--- config.mk ---
export PLATFORM = sky130hd
export DESIGN_NAME = uart_rx_ovs_flat
export DESIGN_NICKNAME = d
export VERILOG_FILES = /design/src/rtl/uart_rx_ovs_pkg.sv /design/src/rtl/uart_rx_ovs_if.sv /design/src/rtl/uart_rx_ovs_fifo.sv /design/src/rtl/uart_rx_ovs.sv /design/src/flat_wrapper.sv
export SDC_FILE = /design/constraint.sdc
export NUM_CORES = 1
export LEC_CHECK = 0
export ABC_AREA = 1
export CAP_MARGIN = 20
export CELL_PAD_IN_SITES_DETAIL_PLACEMENT = 1
export CELL_PAD_IN_SITES_GLOBAL_PLACEMENT = 1
export CORE_UTILIZATION = 49
export CTS_CLUSTER_DIAMETER = 150
export DETAILED_ROUTE_END_ITERATION = 16
export PLACE_DENSITY = 0.77
export SETUP_SLACK_MARGIN = 0.15
export SYNTH_ARGS = -nofsm -noshare
export SYNTH_HDL_FRONTEND = slang
export SYNTH_SLANG_ARGS = --single-unit
--- constraint.sdc ---
create_clock -name clk -period 2.3 [get_ports clk]
set_input_delay 0.345 -clock clk [delete_from_list [all_inputs] [get_ports clk]]
set_output_delay 0.345 -clock clk [all_outputs]
set_load 0.02 [all_outputs]
--- src/rtl/uart_rx_ovs_pkg.sv ---
// Purpose : shared types, constants and helpers for the oversampling UART receiver.
// Latency : n/a (declarations only).
// Backpressure: n/a.
package uart_rx_ovs_pkg;

  localparam int OVS      = 16;
  localparam int DATA_MAX = 9;

  // Sample-counter landmarks within one bit period: three vote samples
  // centred on mid-bit, and the last tick of the bit.
  localparam logic [3:0] SCNT_S0   = 4'(OVS / 2 - 1);
  localparam logic [3:0] SCNT_S1   = 4'(OVS / 2);
  localparam logic [3:0] SCNT_MID  = 4'(OVS / 2 + 1);
  localparam logic [3:0] SCNT_LAST = 4'(OVS - 1);

  typedef enum logic [1:0] {
    PAR_NONE = 2'd0,
    PAR_EVEN = 2'd1,
    PAR_ODD  = 2'd2
  } ParityMode_t;

  typedef enum logic [2:0] {
    RX_IDLE   = 3'd0,
    RX_START  = 3'd1,
    RX_DATA   = 3'd2,
    RX_PARITY = 3'd3,
    RX_STOP   = 3'd4
  } RxState_t;

  typedef struct packed {
    logic                ferr;
    logic                perr;
    logic [DATA_MAX-1:0] data;
  } RxEntry_t;

  // 2-of-3 majority.
  function automatic logic maj3(input logic a, input logic b, input logic c);
    return (a & b) | (a & c) | (b & c);
  endfunction

  // Encoding 3 is a second spelling of "no parity".
  function automatic ParityMode_t parity_mode(input logic [1:0] cfg);
    case (cfg)
      2'd1:    return PAR_EVEN;
      2'd2:    return PAR_ODD;
      default: return PAR_NONE;
    endcase
  endfunction

  // Data bits per frame; nine-bit mode only exists when the datapath is wide enough.
  function automatic logic [3:0] frame_len(input logic [1:0] bits, input logic nine,
                                           input int data_w);
    if (nine && data_w >= 9) return 4'd9;
    return {2'b00, bits} + 4'd5;
  endfunction

endpackage

--- src/rtl/uart_rx_ovs_if.sv ---
// Purpose : receive-FIFO read port between the UART receiver and its consumer.
// Latency : n/a (wires only).
// Backpressure: consumer holds rx_ready low to leave the head entry in place.
//   rx_data  head data, right-aligned     rx_perr/rx_ferr  head error tags
//   rx_valid FIFO not empty               rx_ready         pop when valid
interface uart_rx_ovs_if #(
  parameter int DATA_W = 9
);
  logic [DATA_W-1:0] rx_data;
  logic              rx_perr;
  logic              rx_ferr;
  logic              rx_valid;
  logic              rx_ready;

  modport master (output rx_data, rx_perr, rx_ferr, rx_valid, input rx_ready);
  modport slave  (input rx_data, rx_perr, rx_ferr, rx_valid, output rx_ready);
endinterface

--- src/rtl/uart_rx_ovs_fifo.sv ---
// Purpose : generic synchronous FIFO with occupancy output and flush.
// Latency : a push is visible at the head on the next cycle.
// Backpressure: push while full is dropped (o_drop) unless a pop is accepted in the same cycle.
//   clk, rst_n         clock, async active-low reset
//   i_flush            empty the FIFO; beats same-cycle push/pop
//   i_push/i_push_dat  write request and data
//   i_pop              read request (ignored when empty)
//   o_head_dat         head entry, zero when empty
//   o_level/o_full/o_empty/o_drop  occupancy and status
module uart_rx_ovs_fifo #(
  parameter int data_size   = 11,
  parameter int buffer_size = 16
) (
  input  logic                         clk,
  input  logic                         rst_n,
  input  logic                         i_flush,
  input  logic                         i_push,
  input  logic [data_size-1:0]         i_push_dat,
  input  logic                         i_pop,
  output logic [data_size-1:0]         o_head_dat,
  output logic [$clog2(buffer_size):0] o_level,
  output logic                         o_full,
  output logic                         o_empty,
  output logic                         o_drop
);
  localparam int AW = $clog2(buffer_size);
  localparam int LW = AW + 1;

  logic [data_size-1:0] r_mem [buffer_size];
  logic [AW-1:0]        r_wr_ptr;
  logic [AW-1:0]        r_rd_ptr;
  logic [LW-1:0]        r_level;

  logic w_full;
  logic w_empty;
  logic w_do_pop;
  logic w_do_push;

  assign w_full    = (r_level == LW'(buffer_size));
  assign w_empty   = (r_level == '0);
  assign w_do_pop  = i_pop && !w_empty && !i_flush;
  // A full FIFO still accepts a write when the head leaves in the same cycle.
  assign w_do_push = i_push && !i_flush && (!w_full || w_do_pop);

  assign o_drop     = i_push && !i_flush && w_full && !w_do_pop;
  assign o_level    = r_level;
  assign o_full     = w_full;
  assign o_empty    = w_empty;
  assign o_head_dat = w_empty ? '0 : r_mem[r_rd_ptr];

  always_ff @(posedge clk or negedge rst_n) begin
    if (!rst_n) begin
      r_wr_ptr <= '0;
      r_rd_ptr <= '0;
      r_level  <= '0;
    end else if (i_flush) begin
      r_wr_ptr <= '0;
      r_rd_ptr <= '0;
      r_level  <= '0;
    end else begin
      if (w_do_push) r_wr_ptr <= r_wr_ptr + AW'(1);
      if (w_do_pop)  r_rd_ptr <= r_rd_ptr + AW'(1);
      case ({w_do_push, w_do_pop})
        2'b10:   r_level <= r_level + LW'(1);
        2'b01:   r_level <= r_level - LW'(1);
        default: r_level <= r_level;
      endcase
    end
  end

  // Storage carries no reset; the head mux hides stale contents while empty.
  always_ff @(posedge clk) begin
    if (w_do_push) r_mem[r_wr_ptr] <= i_push_dat;
  end

endmodule

--- src/rtl/uart_rx_ovs.sv ---
// Purpose : 16x-oversampling UART receiver, runtime frame format, RX FIFO with error tags, RTS.
// Latency : character at FIFO head two cycles after the final stop-bit vote.
// Backpressure: rts_n rises at the RTS threshold; frames arriving to a full FIFO are dropped (overrun).
//   clk, rst_n, tick16, rx        clock, async reset, 16x baud enable, raw serial input
//   cfg_en/cfg_data_bits/cfg_nine/cfg_parity/cfg_stop2  frame format and enable
//   flush, err_clr                FIFO clear, sticky status clear
//   rx_if (master)                FIFO head: rx_data/rx_perr/rx_ferr/rx_valid, rx_ready
//   rts_n, level, full, empty, overrun, break_det, wakeup  status
module uart_rx_ovs
  import uart_rx_ovs_pkg::*;
#(
  parameter int DATA_W     = 9,
  parameter int FIFO_DEPTH = 16,
  parameter int RTS_THRESH = FIFO_DEPTH - 2
) (
  input  logic                        clk,
  input  logic                        rst_n,
  input  logic                        tick16,
  input  logic                        rx,
  output logic                        rts_n,
  input  logic                        cfg_en,
  input  logic [1:0]                  cfg_data_bits,
  input  logic                        cfg_nine,
  input  logic [1:0]                  cfg_parity,
  input  logic                        cfg_stop2,
  input  logic                        flush,
  input  logic                        err_clr,
  uart_rx_ovs_if.master               rx_if,
  output logic [$clog2(FIFO_DEPTH):0] level,
  output logic                        full,
  output logic                        empty,
  output logic                        overrun,
  output logic                        break_det,
  output logic                        wakeup
);
  localparam int LW = $clog2(FIFO_DEPTH) + 1;
  localparam int EW = DATA_W + 2;

  // Two-flop synchroniser; idles high like the line.
  logic r_rx_s1;
  logic r_rx_s2;

  always_ff @(posedge clk or negedge rst_n) begin
    if (!rst_n) begin
      r_rx_s1 <= 1'b1;
      r_rx_s2 <= 1'b1;
    end else begin
      r_rx_s1 <= rx;
      r_rx_s2 <= r_rx_s1;
    end
  end

  RxState_t          r_state;
  logic [3:0]        r_scnt;
  logic [3:0]        r_bcnt;
  logic              r_smp0;
  logic              r_smp1;
  logic [DATA_W-1:0] r_data;
  logic              r_perr;
  logic              r_ferr;
  logic              r_par_smp;
  logic              r_stop_idx;
  logic              r_push;
  logic              r_brk;
  RxEntry_t          r_entry;

  logic              w_rx;
  logic              w_vote;
  logic [3:0]        w_len;
  ParityMode_t       w_par;
  logic              w_par_en;
  logic              w_ferr_fin;
  logic              w_last_stop;

  assign w_rx        = r_rx_s2;
  // Only meaningful on the SCNT_MID tick, when the two earlier samples are held.
  assign w_vote      = maj3(r_smp0, r_smp1, w_rx);
  assign w_len       = frame_len(cfg_data_bits, cfg_nine, DATA_W);
  assign w_par       = parity_mode(cfg_parity);
  assign w_par_en    = (w_par != PAR_NONE);
  assign w_ferr_fin  = r_ferr | ~w_vote;
  assign w_last_stop = !cfg_stop2 || r_stop_idx;

  always_ff @(posedge clk or negedge rst_n) begin
    if (!rst_n) begin
      r_state    <= RX_IDLE;
      r_scnt     <= '0;
      r_bcnt     <= '0;
      r_smp0     <= 1'b1;
      r_smp1     <= 1'b1;
      r_data     <= '0;
      r_perr     <= 1'b0;
      r_ferr     <= 1'b0;
      r_par_smp  <= 1'b0;
      r_stop_idx <= 1'b0;
      r_push     <= 1'b0;
      r_brk      <= 1'b0;
      r_entry    <= '0;
    end else begin
      r_push <= 1'b0;
      r_brk  <= 1'b0;
      if (!cfg_en) begin
        // Disabling drops any partial frame; nothing is pushed.
        r_state <= RX_IDLE;
        r_scnt  <= '0;
        r_bcnt  <= '0;
      end else if (tick16) begin
        if (r_scnt == SCNT_S0) r_smp0 <= w_rx;
        if (r_scnt == SCNT_S1) r_smp1 <= w_rx;
        r_scnt <= r_scnt + 4'd1;
        case (r_state)
          RX_IDLE: begin
            r_scnt <= '0;
            if (!w_rx) begin
              r_state    <= RX_START;
              r_bcnt     <= '0;
              r_data     <= '0;
              r_perr     <= 1'b0;
              r_ferr     <= 1'b0;
              r_par_smp  <= 1'b0;
              r_stop_idx <= 1'b0;
            end
          end
          RX_START: begin
            if (r_scnt == SCNT_MID && w_vote) begin
              // Start bit did not survive to mid-bit: treat as a glitch.
              r_state <= RX_IDLE;
              r_scnt  <= '0;
            end else if (r_scnt == SCNT_LAST) begin
              r_state <= RX_DATA;
              r_bcnt  <= '0;
            end
          end
          RX_DATA: begin
            if (r_scnt == SCNT_MID) r_data <= r_data | (DATA_W'(w_vote) << r_bcnt);
            if (r_scnt == SCNT_LAST) begin
              if (r_bcnt == w_len - 4'd1) r_state <= w_par_en ? RX_PARITY : RX_STOP;
              else                        r_bcnt  <= r_bcnt + 4'd1;
            end
          end
          RX_PARITY: begin
            if (r_scnt == SCNT_MID) begin
              r_par_smp <= w_vote;
              // Even: any set XOR is an error; odd: a clear XOR is.
              r_perr    <= (^r_data) ^ w_vote ^ (w_par == PAR_ODD);
            end
            if (r_scnt == SCNT_LAST) r_state <= RX_STOP;
          end
          RX_STOP: begin
            if (r_scnt == SCNT_MID) begin
              if (!w_last_stop) begin
                r_ferr <= w_ferr_fin;
              end else begin
                // Push at the final stop vote, then go straight to IDLE so a
                // short stop bit still lets the next start edge be caught.
                r_push       <= 1'b1;
                r_entry.ferr <= w_ferr_fin;
                r_entry.perr <= r_perr;
                r_entry.data <= DATA_MAX'(r_data);
                r_brk        <= (r_data == '0) && (!w_par_en || !r_par_smp) && w_ferr_fin;
                r_state      <= RX_IDLE;
                r_scnt       <= '0;
              end
            end else if (r_scnt == SCNT_LAST) begin
              r_stop_idx <= 1'b1;
            end
          end
          default: begin
            r_state <= RX_IDLE;
            r_scnt  <= '0;
          end
        endcase
      end
    end
  end

  assign wakeup = (r_state != RX_IDLE);

  logic [EW-1:0] w_push_dat;
  logic [EW-1:0] w_head;
  logic [LW-1:0] w_level;
  logic          w_full;
  logic          w_empty;
  logic          w_drop;
  logic          w_pop;

  assign w_push_dat = {r_entry.ferr, r_entry.perr, r_entry.data[DATA_W-1:0]};
  assign w_pop      = !w_empty && rx_if.rx_ready;

  uart_rx_ovs_fifo #(
    .data_size   (EW),
    .buffer_size (FIFO_DEPTH)
  ) u_fifo (
    .clk        (clk),
    .rst_n      (rst_n),
    .i_flush    (flush),
    .i_push     (r_push),
    .i_push_dat (w_push_dat),
    .i_pop      (w_pop),
    .o_head_dat (w_head),
    .o_level    (w_level),
    .o_full     (w_full),
    .o_empty    (w_empty),
    .o_drop     (w_drop)
  );

  assign rx_if.rx_data  = w_head[DATA_W-1:0];
  assign rx_if.rx_perr  = w_head[DATA_W];
  assign rx_if.rx_ferr  = w_head[DATA_W+1];
  assign rx_if.rx_valid = !w_empty;
  assign level          = w_level;
  assign full           = w_full;
  assign empty          = w_empty;

  logic r_overrun;
  logic r_break;
  logic r_rts_n;

  // Set beats a same-cycle clear so no event is lost.
  always_ff @(posedge clk or negedge rst_n) begin
    if (!rst_n) begin
      r_overrun <= 1'b0;
      r_break   <= 1'b0;
      r_rts_n   <= 1'b1;
    end else begin
      r_overrun <= (r_push && w_drop) || (r_overrun && !err_clr);
      r_break   <= (r_push && r_brk)  || (r_break && !err_clr);
      r_rts_n   <= (w_level >= LW'(RTS_THRESH));
    end
  end

  assign overrun   = r_overrun;
  assign break_det = r_break;
  assign rts_n     = r_rts_n;

endmodule

--- src/flat_wrapper.sv ---
// flat-port wrapper written by rule: the top's interface ports become plain ports
module uart_rx_ovs_flat import uart_rx_ovs_pkg::*;
#(
  parameter int DATA_W     = 9,
  parameter int FIFO_DEPTH = 16,
  parameter int RTS_THRESH = FIFO_DEPTH - 2
)
  (clk, rst_n, tick16, rx, rts_n, cfg_en, cfg_data_bits, cfg_nine, cfg_parity, cfg_stop2, flush, err_clr, level, full, empty, overrun, break_det, wakeup, rx_if_rx_data, rx_if_rx_perr, rx_if_rx_ferr, rx_if_rx_valid, rx_if_rx_ready);
  uart_rx_ovs_if #(.DATA_W(DATA_W)) rx_if_i ();
  input  logic clk;
  input  logic rst_n;
  input  logic tick16;
  input  logic rx;
  output logic rts_n;
  input  logic cfg_en;
  input  logic [1:0] cfg_data_bits;
  input  logic cfg_nine;
  input  logic [1:0] cfg_parity;
  input  logic cfg_stop2;
  input  logic flush;
  input  logic err_clr;
  output logic [$clog2(FIFO_DEPTH):0] level;
  output logic full;
  output logic empty;
  output logic overrun;
  output logic break_det;
  output logic wakeup;
  output wire logic [$bits(rx_if_i.rx_data)-1:0] rx_if_rx_data;
  output wire logic [$bits(rx_if_i.rx_perr)-1:0] rx_if_rx_perr;
  output wire logic [$bits(rx_if_i.rx_ferr)-1:0] rx_if_rx_ferr;
  output wire logic [$bits(rx_if_i.rx_valid)-1:0] rx_if_rx_valid;
  input wire logic [$bits(rx_if_i.rx_ready)-1:0] rx_if_rx_ready;
  assign rx_if_rx_data = rx_if_i.rx_data;
  assign rx_if_rx_perr = rx_if_i.rx_perr;
  assign rx_if_rx_ferr = rx_if_i.rx_ferr;
  assign rx_if_rx_valid = rx_if_i.rx_valid;
  assign rx_if_i.rx_ready = rx_if_rx_ready;
  uart_rx_ovs #(.DATA_W(DATA_W), .FIFO_DEPTH(FIFO_DEPTH), .RTS_THRESH(RTS_THRESH)) u_core (.clk(clk), .rst_n(rst_n), .tick16(tick16), .rx(rx), .rts_n(rts_n), .cfg_en(cfg_en), .cfg_data_bits(cfg_data_bits), .cfg_nine(cfg_nine), .cfg_parity(cfg_parity), .cfg_stop2(cfg_stop2), .flush(flush), .err_clr(err_clr), .rx_if(rx_if_i), .level(level), .full(full), .empty(empty), .overrun(overrun), .break_det(break_det), .wakeup(wakeup));
endmodule
==> results of run 1 <==
## timing repair
| action | 4_1_cts | 5_1_grt |
|---|---|---|
| endpoints found under the setup margin | 28 | 130 |
| gates resized for setup | 126 | 144 |
| buffers inserted | 12 | 1 |
| hold endpoints to repair | 15 | 0 |
| gates cloned | 5 | 6 |
| hold buffers | 1 | 0 |
| pin swaps | 20 | 50 |
## worst reg2reg max path, cell delays in order, from the launching register on
cell and delay, ns:
dfrtp_1 0.41, inv_2 0.08, nand3_2 0.11, buf_12 0.17, nand3_1 0.13, nand2_1 0.09, nand2_1 0.08, inv_2 0.16
nand2_1 0.19, nor2_2 0.19, buf_6 0.22
## layer usage
layer / routed length, um / global-route usage (%) / up-vias
met2: 18200 / 54.8 / 446
met3: 2410 / 4.41 / 140
met4: 2250 / 16.6 / 0
li1: - / - / 3518
met5: 0 / 0 / -
met1: 13000 / 36.1 / 4065
## cell families (layout without fill, tap and decap cells)
| group | Yosys count | in the layout |
|---|---|---|
| adder cells (fa/ha/maj) | 18 | 18 |
| XOR/XNOR | 9 | 9 |
| flip-flops | 233 | 233 |
| AND/OR/NAND/NOR | 404 | 404 |
| AO/OA/AOI/OAI | 179 | 179 |
| multiplexers | 11 | 11 |
| buffers and inverters | 97 | 233 |
## power by group
group | switching (mW) | internal [mW] | leakage, nW
clock | 1.72 | 2.94 | 0.463
combinational | 3.13 | 2.24 | 2.53
sequential | 0.137 | 4.59 | 2.29
total | 4.99 | 9.77 | 5.29
## flip-flops by register name, summed over array words and instances, names as in the netlist
register                count
u_core.u_fifo.o_level       5
u_core.r_ferr               1
u_core.r_bcnt               4
u_core.r_data               9
u_core.r_perr               1
u_core.u_fifo.r_mem       176
u_core.r_rx_s1              1
u_core.u_fifo.r_rd_ptr      4
u_core.overrun              1
u_core.break_det            1
u_core.r_scnt               4
u_core.r_par_smp            1
u_core.r_rx_s2              1
u_core.r_push               1
u_core.r_brk                1
u_core.r_smp1               1
u_core.r_smp0               1
u_core.rts_n                1
u_core.r_state              3
u_core.u_fifo.r_wr_ptr      4
u_core.r_entry             11
u_core.r_stop_idx           1
## synthesized netlist by cell type, drive strengths merged (11+ instances only)
library cell  number  area, um^2
nand2            238         903
edfxtp           176        5290
nor2              97         382
o21ai             89         483
a21oi             66         342
inv               63         236
dfrtp             52        1300
nand3             38         205
o22ai             22         138
buf               19         110
nor3              18         101
ha                17         213
clkbuf            15        57.6
mux2i             11         110
## stage by stage
stage / instances / utilization [%]
2_1_floorplan: 951 / -
3_3_place_gp: 1288 / 55.9
3_5_place_dp: 1288 / 55.9
4_1_cts: 1350 / 62.6
5_1_grt: 1357 / 65.7
6_report: 1357 / 65.7
## worst max path at each step
| stage | start | to |
|---|---|---|
| 4_1_cts | u_core.u_fifo.r_rd_ptr[0]$_DFFE_PN0P_ | rx_if_rx_data[2] |
| 2_1_floorplan | u_core.u_fifo.o_level[1]$_DFFE_PN0P_ | u_core.u_fifo.r_mem[12][0]$_DFFE_PP_ |
| 3_3_place_gp | u_core.u_fifo.r_rd_ptr[1]$_DFFE_PN0P_ | rx_if_rx_data[4] |
| 5_1_grt | u_core.u_fifo.r_rd_ptr[0]$_DFFE_PN0P_ | rx_if_rx_data[4] |
| 6_report | u_core.u_fifo.r_rd_ptr[0]$_DFFE_PN0P_ | rx_if_rx_perr |
| 3_5_place_dp | u_core.u_fifo.r_rd_ptr[0]$_DFFE_PN0P_ | rx_if_rx_data[5] |
## placed cells by master, fill, tap and decap left out, types with 3 or more instances in the layout
| cell type | count |
|---|---|
| dfstp_2 | 5 |
| buf_6 | 16 |
| inv_2 | 13 |
| o21ai_1 | 19 |
| clkbuf_16 | 31 |
| nand3_1 | 35 |
| ha_1 | 15 |
| o21ai_0 | 52 |
| a21oi_4 | 6 |
| nand2_1 | 193 |
| nand2_2 | 36 |
| clkinv_2 | 5 |
| nor2_4 | 8 |
| nor3_2 | 7 |
| a21oi_2 | 30 |
| bufinv_16 | 8 |
| o22ai_1 | 21 |
| dfrtp_1 | 50 |
| mux2i_1 | 9 |
| o21ai_2 | 17 |
| nand3_2 | 3 |
| buf_12 | 17 |
| buf_4 | 53 |
| nor3_4 | 3 |
| a21oi_1 | 30 |
| nand2_4 | 8 |
| edfxtp_1 | 176 |
| nor3_1 | 8 |
| nor2_2 | 16 |
| clkdlybuf4s50_1 | 20 |
| nand3b_1 | 3 |
| buf_16 | 5 |
| xor2_1 | 7 |
| buf_8 | 3 |
| nand4_1 | 6 |
| nor2_1 | 73 |
| inv_1 | 49 |
## area by class of cell
class                           count  area, um^2
Clock inverter                     15         278
Timing Repair Buffer              126        1500
Tap cell                          270         338
Clock buffer                       29         661
Inverter                           63         241
Multi-Input combinational cell    621        3640
Fill cell                        2081        6980
Sequential cell                   233        6720
==> results.toml, run 1 <==
[clocking]
clk_pin_slew_worst_paths_ns = 0.07
clkLatencyLatePin_ns = 0.53
clock-root-buffer = "clkbuf_16"
cts-htree-levels = 1
clock-sinks = 233
numCtsBuffers = 24
cts_tree = "yes"
clockBufferDepth = 3

[placement]
dpl.hpwl_um = 19600
gp_congestion = 0.809
placed_cell_area_um2 = 11400
place_ws_ns = -0.170
numPortBuffers = 36

[floorplanning]
io-pin-count = 37
start_util_pct = 50.1
fp.dieW_um = 146
die_h_um = 146
coreArea_um2 = 20400
die_area_um2 = 21400
num_rows = 52

[sta]
rsz0062_at_grt = "yes"
fin_crit_sh_pct = 118
setup_tns_ns = -3.45
skew_ns = 0.0170
hold-worst-slack_ns = 0.228
setup_slack_ns = -0.420
fmax_mhz = 368
max_slew_margin_pct = 46.8
fin_crit_ns = 2.72
finalSetupViolations = 11
drv_slew = 0
final-hold-violation-count = 0
worst_pin_slew_ns = 0.798

[setup_path]
r2r_slack_ns = 0.17
arrival_ns = 2.37
crit_type = "flop to output pin"
worstSetupPathDepth = 8
end_kind = "output pin"
slowest_stage = "dfrtp_2"
path_buf_inv = 4
r2r_end = "u_core.u_fifo.r_mem[1][10]$_DFFE_PP_"
worstPathMaxFanout = 7
cp_top_family = "compound AO/OA/AOI/OAI gates"
cp.required_ns = 1.96
rr_worst_depth = 10
slowest_delay_ns = 0.45
path_cells = "clkinv_4 -> buf_12 -> clkbuf_16 -> o21ai_0 -> o22ai_1 -> a21oi_2 -> nor2_2 -> buf_6"
r2r-start = "u_core.u_fifo.o_level[4]$_DFFE_PN0P_"
start_kind = "flop"

[cells_and_area]
area_growth_pct = 31.0
diodes = 0
drive_gt1_share_pct = 28.5
fin_area_um2 = 13400
final_nets = 1101

[grt]
grt_pass1_wl_um = 49500
grt_max_degree = 40
antenna_found_initial = 0
grt_pass1_vias = 8620
overflow = 0
grt_use_total_pct = 30.8

[worst_hold_path]
hp-start = "rx"
hold_path_class = "input port to flop"
holdPathEnd = "u_core.r_rx_s1$_DFF_PN1_"
hold_depth = 1

[synthesis]
synthAdderAreaFrac_pct = 2.28
synth-edff-count = 176
synth_xor_area_share_pct = 0.772
synthSimpleGateAreaFrac_pct = 16.6
synthArstFlopShare_pct = 24.5
synth-compound-area-share_pct = 9.58
yosysWarnings = 0
synthesis.area_um2 = 10200
synth_cells = 951
synth_top_family_by_area = "simple AND/OR/NAND/NOR gates"
postSynthAreaPerCell_um2 = 10.7
syn_nets = 983
muxShareOfSynthArea_pct = 1.08
synth_cell_types = 39
synth.ff_latch_count = 233
synth_ff_type = "edfxtp_1"
yosysSeqAreaShare_pct = 65.8

[routing]
wl_um = 35800
antenna_left = 0
num_vias = 8169
drc_errors = 0
wl_per_cell_um = 26.4
dr.pass1.iters = 5
drt_iter0_drc = 743
vias_per_cell = 6.02

[pwr]
vdd_drop_max_mv = 1.21
power_mw = 14.8
p_leak_nw = 5.29
pwr_density_cell_nw_per_um2 = 1100

[job]
cap_violations = 0

[status]
status = "complete, but fails checks"
violations = "negative setup slack"
(Power assumes the default switching activity.)
==> run 2: changes to the inputs <==
--- a/config.mk
+++ b/config.mk
@@ -6,7 +6,6 @@
 export NUM_CORES = 1
 export LEC_CHECK = 0
 export ABC_AREA = 1
-export CAP_MARGIN = 20
 export CELL_PAD_IN_SITES_DETAIL_PLACEMENT = 1
 export CELL_PAD_IN_SITES_GLOBAL_PLACEMENT = 1
 export CORE_UTILIZATION = 49
==> results of run 2 <==
Final layout, timing and power as in run 1 (identical DEF).
